**src/rtl/swcond_pkg.sv**
```systemverilog
// Shared types and constants for the switch conditioner.
package swcond_pkg;

  typedef enum logic {
    IDLE   = 1'b0,
    SETTLE = 1'b1
  } swcond_state_t;

  localparam int SW_WORD_W = 32;

endpackage

```
**src/rtl/sync_2ff.sv**
```systemverilog
// Two-flop synchroniser for asynchronous level inputs; clears to 0 on reset.
module sync_2ff #(
  parameter int WIDTH = 1
) (
  input  logic             clk,
  input  logic             rst_n,
  input  logic [WIDTH-1:0] d,
  output logic [WIDTH-1:0] q
);

  logic [WIDTH-1:0] r_meta;
  logic [WIDTH-1:0] r_sync;

  // NOTE: non-blocking so the second stage takes the first stage's pre-edge value.
  always_ff @(posedge clk or negedge rst_n) begin
    if (!rst_n) begin
      r_meta <= '0;
      r_sync <= '0;
    end else begin
      r_meta <= d;
      r_sync <= r_meta;
    end
  end

  assign q = r_sync;

endmodule

```
**src/rtl/switch_conditioner.sv**
```systemverilog
// Synchronises and debounces the board switch vector as one unit, presenting a
// zero-extended stable word plus a one-cycle change pulse.
module switch_conditioner
  import swcond_pkg::*;
#(
  parameter int N_SW            = 17,
  parameter int DEBOUNCE_CYCLES = 500000,
  parameter int CNT_W           = $clog2(DEBOUNCE_CYCLES)
) (
  input  logic                 clk,
  input  logic                 rst_n,
  input  logic [N_SW-1:0]      sw_raw,
  output logic [SW_WORD_W-1:0] sw_out,
  output logic                 sw_changed,
  output logic                 settling
);

  localparam logic [CNT_W-1:0] CNT_MAX = CNT_W'(DEBOUNCE_CYCLES - 1);

  swcond_state_t   r_state;
  swcond_state_t   w_next_state;
  logic [N_SW-1:0] w_sync;
  logic [N_SW-1:0] r_candidate;
  logic [N_SW-1:0] r_stable;
  logic [CNT_W-1:0] r_cnt;
  logic            r_sw_changed;
  logic            w_load_cand;
  logic            w_cnt_clr;
  logic            w_cnt_inc;
  logic            w_commit;

  sync_2ff #(
    .WIDTH(N_SW)
  ) u_sync (
    .clk  (clk),
    .rst_n(rst_n),
    .d    (sw_raw),
    .q    (w_sync)
  );

  always_ff @(posedge clk or negedge rst_n) begin
    if (!rst_n) r_state <= IDLE;
    else        r_state <= w_next_state;
  end

  // NOTE: every output gets a default first so no path leaves one unassigned (no latch).
  always_comb begin
    w_next_state = r_state;
    w_load_cand  = 1'b0;
    w_cnt_clr    = 1'b0;
    w_cnt_inc    = 1'b0;
    w_commit     = 1'b0;
    case (r_state)
      IDLE: begin
        if (w_sync != r_stable) begin
          w_load_cand  = 1'b1;
          w_cnt_clr    = 1'b1;
          w_next_state = SETTLE;
        end
      end
      SETTLE: begin
        if (w_sync == r_stable) begin
          w_cnt_clr    = 1'b1;
          w_next_state = IDLE;
        end else if (w_sync != r_candidate) begin
          w_load_cand = 1'b1;
          w_cnt_clr   = 1'b1;
        end else if (r_cnt == CNT_MAX) begin
          w_commit     = 1'b1;
          w_next_state = IDLE;
        end else begin
          w_cnt_inc = 1'b1;
        end
      end
      default: w_next_state = IDLE;
    endcase
  end

  always_comb begin
    settling = (r_state == SETTLE);
  end

  // The FSM leaves SETTLE at CNT_MAX, so the counter can never wrap.
  always_ff @(posedge clk or negedge rst_n) begin
    if (!rst_n) begin
      r_candidate  <= '0;
      r_stable     <= '0;
      r_cnt        <= '0;
      r_sw_changed <= 1'b0;
    end else begin
      r_sw_changed <= w_commit;
      if (w_load_cand) r_candidate <= w_sync;
      if (w_commit)    r_stable    <= r_candidate;
      if (w_cnt_clr)      r_cnt <= '0;
      else if (w_cnt_inc) r_cnt <= r_cnt + CNT_W'(1);
    end
  end

  assign sw_out     = SW_WORD_W'(r_stable);
  assign sw_changed = r_sw_changed;

endmodule

```
**config.mk**
```make
export PLATFORM = sky130hd
export DESIGN_NAME = switch_conditioner
export DESIGN_NICKNAME = d
export VERILOG_FILES = /design/src/rtl/swcond_pkg.sv /design/src/rtl/sync_2ff.sv /design/src/rtl/switch_conditioner.sv
export SDC_FILE = /design/constraint.sdc
export NUM_CORES = 1
export LEC_CHECK = 0
export ABC_AREA = 1
export CORE_UTILIZATION = 39
export CTS_CLUSTER_DIAMETER = 150
export DETAILED_ROUTE_END_ITERATION = 8
export HOLD_SLACK_MARGIN = 0.12
export PLACE_DENSITY = 0.63
export SYNTH_ARGS = -nofsm -noshare
export SYNTH_HDL_FRONTEND = slang
export SYNTH_SLANG_ARGS = --single-unit
```
**constraint.sdc**
```tcl
create_clock -name clk -period 2.3 [get_ports clk]
set_clock_uncertainty 0.2 [all_clocks]
set_input_delay 0.345 -clock clk [delete_from_list [all_inputs] [get_ports clk]]
set_output_delay 0.345 -clock clk [all_outputs]
set_load 0.05 [all_outputs]
```
==> impl_metrics.py <==
metrics = {
    "global_route": {
        "grt_max_degree": 47,
        "grt_pass1_vias": 2779,
        "grtUsageMet1": 0.1915,
        "track_usage": 0.1521,
        "grt_antenna_before_repair": 0,
        "use_met2": 0.2548,
        "top_usage_layer": "met2",
        "grt_first_pass_wirelength_mm": 13.00,
        "grt_overflow": 0,
        "met3_usage": 0.03759,
    },
    "clock_network": {
        "cts.htree.levels": 3,
        "numCtsBuffers": 9,
        "clkSinkCount": 89,
        "cts-root-buf": "clkbuf_8",
        "clk_latency_ns": 0.36,
        "cts_tree": "yes",
        "clockBufferDepth": 2,
        "path_clk_slew_ns": 0.09,
    },
    "min_path": {
        "min_from": "u_sync.r_meta[3]",
        "hold_class": "register to register",
    },
    "detailed_routing": {
        "avgViaCountPerCell": 4.542,
        "via_count": 2784,
        "wirelength_mm": 7.449,
        "drtPass1Iterations": 4,
        "wl_per_cell_um": 12.15,
        "drtIter0Drc": 77,
        "ant_nets": 0,
        "drc": 0,
    },
    "worst_setup_path": {
        "start_kind": "register",
        "end_kind": "primary output",
        "arrival_ns": 1.68,
        "required_ns": 1.75,
        "critical_path_class": "register to primary output",
        "r2r_start": "r_cnt[1]",
        "startpoint": "settling",
        "cp_max_fo": 4,
    },
    "sta": {
        "setup_viol": 0,
        "min_period_ns": 2.223,
        "maxSlewHeadroom": 0.6124,
        "finalMaxSlewViolations": 0,
        "tns_ns": 0,
        "period_share": 0.9667,
        "tightest_slew_ns": 0.5814,
        "setup_slack_ns": 0.07662,
        "fmax_ghz": 0.4498,
        "rsz0062_at_grt": "false",
        "holdWs_ns": 0.1490,
        "finalHoldViolCount": 0,
    },
    "finish": {
        "num_antenna_cells": 0,
        "final_common_cell": "nand2_1",
        "drive_gt1_frac": 0.1333,
        "layout.cells.non_filler": 613,
        "nNetsFinal": 495,
        "areaGrowthSynthToFinish_pct": 16.84,
        "post-route-util": 0.4780,
        "mostFrequentLayoutCells": "125 x nand2_1, 89 x dfrtp_1, 36 x clkdlybuf4s50_1",
        "design_area_mm2": 0.004758,
    },
    "logic_synthesis": {
        "synth_warnings": 0,
        "yosysSeqAreaShare": 0.5469,
        "synth_area_mm2": 0.004073,
        "syn_avg_cell_area_um2": 9.538,
        "yosys.cell_types.count": 37,
        "synthArstFlopShare": 1.000,
        "synth-edff-count": 0,
        "syn_inst": 427,
        "ys_ff_latch": 89,
        "synthFlopType": "dfrtp_1",
    },
    "power": {
        "powerDensity_mw_per_mm2": 591.5,
        "clockPowerShare": 0.347,
        "finalPower_mw": 2.815,
        "p_leak_nw": 2.165,
        "p_int_mw": 2.107,
        "seqPwrFrac": 0.583,
        "swShare": 0.2515,
        "vdd_drop_max_uv": 517.4,
        "p_switching_uw": 707.8,
        "p_comb_frac": 0.070,
    },
    "run": {
        "cap_viol_max_count": 0,
    },
    "floorplanning": {
        "die_h_um": 104.2,
        "die_area_mm2": 0.01086,
        "die_w_um": 104.2,
        "io_pins": 53,
        "coreArea_mm2": 0.009955,
        "rows": 36,
        "start_util": 0.4091,
    },
    "placement": {
        "post-place-ws_ns": 0.1773,
        "hpwl_mm": 5.382,
        "dp.cells": 596,
        "portBuffers": 37,
        "routabilityCongestion": 0.8311,
        "place_area_mm2": 0.004571,
    },
    "run_status": {
        "status": "finished, final reports clean",
    },
}
[per-layer routing]
| metal | wire (um) | share of wire |
|---|---|---|
| met1 | 3481 | 0.47 |
| met2 | 3672 | 0.49 |
| met3 | 203 | 0.027 |
| met4 | 92 | 0.012 |
| met5 | 0 | 0 |
[cell families (layout without fill, tap and decap cells)]
logic type	after synthesis	in the layout	share of synthesized area
fa+ha+maj	1	1	0.003072
flops	89	89	0.5469
compound gates	33	33	0.05161
buf+inv	56	95	0.07834
simple gates	212	212	0.2439
other cells	1	15	0.0009208
xor+xnor	35	35	0.07527
[sequential cells by signal, summed over array words and instances (netlist names)]
name	count
r_cnt	19
r_candidate	17
r_stable	17
u_sync.q	17
u_sync.r_meta	17
settling	1
sw_changed	1
[power groups by stage]
stage | combinational [mW] | clock (mW) | sequential, mW
2_1_floorplan | 0.142 | 0 | 1.67
3_3_place_gp | 0.197 | 0 | 1.67
3_5_place_dp | 0.201 | 0 | 1.67
4_1_cts | 0.203 | 1.02 | 1.64
5_1_grt | 0.220 | 1.08 | 1.65
6_report | 0.197 | 0.976 | 1.64
[cell usage after synthesis (2+ instances only)]
master    count  area (um2)
o21ai_0       5       25.02
nor2_2        3       18.77
xor2_1       14       122.6
nand3_1      32       160.2
or2_2         5       31.28
nor2_1       25       93.84
clkinv_2      2       10.01
dfrtp_1      89        2227
nor2_4        2       22.52
inv_1        25       93.84
o21ai_2      10       87.58
a21oi_1       4       20.02
nand3_2       4       40.04
buf_4        17       127.6
nand2_1     125       469.2
buf_6         3       33.78
nand2_4       2       22.52
nand4_1       8       50.05
xnor2_1      21       183.9
inv_2         4       15.01
o21ai_1      11       55.05
[cell type report]
class	count	area, um2
multi-input cells	296	1579
clock inverters	5	36.28
clock buffers	11	141.4
inverters	32	125.1
repair buffers	47	483.0
flip-flops and latches	89	2227
fillers	953	5196
well taps	133	166.4
[critical path, cell delays in order, from the launching register on]
cell and delay [ns]:
dfrtp_1 0.35, buf_4 0.15, clkdlybuf4s50_1 0.81
[final timing paths]
| kind | endpoint | slack [ns] | cells past startpoint |
|---|---|---|---|
| worst max-delay path | settling | 0.08 | 2 |
| worst min-delay path | u_sync.q[3] | 0.15 | 0 |
| worst max register to register | r_cnt[6] | 0.18 | 10 |
| worst min register to register | u_sync.q[3] | 0.15 | 0 |
| max in group asynchronous | r_cnt[9] | 0.94 | 3 |
| min in group asynchronous | r_stable[5] | 0.35 | 2 |
[timing repair]
action,in CTS,in global routing
gates resized for setup,0,0
hold buffers,1,0
endpoints found under the hold margin,44,0
buffers inserted,0,0
(Power assumes the default switching activity.)
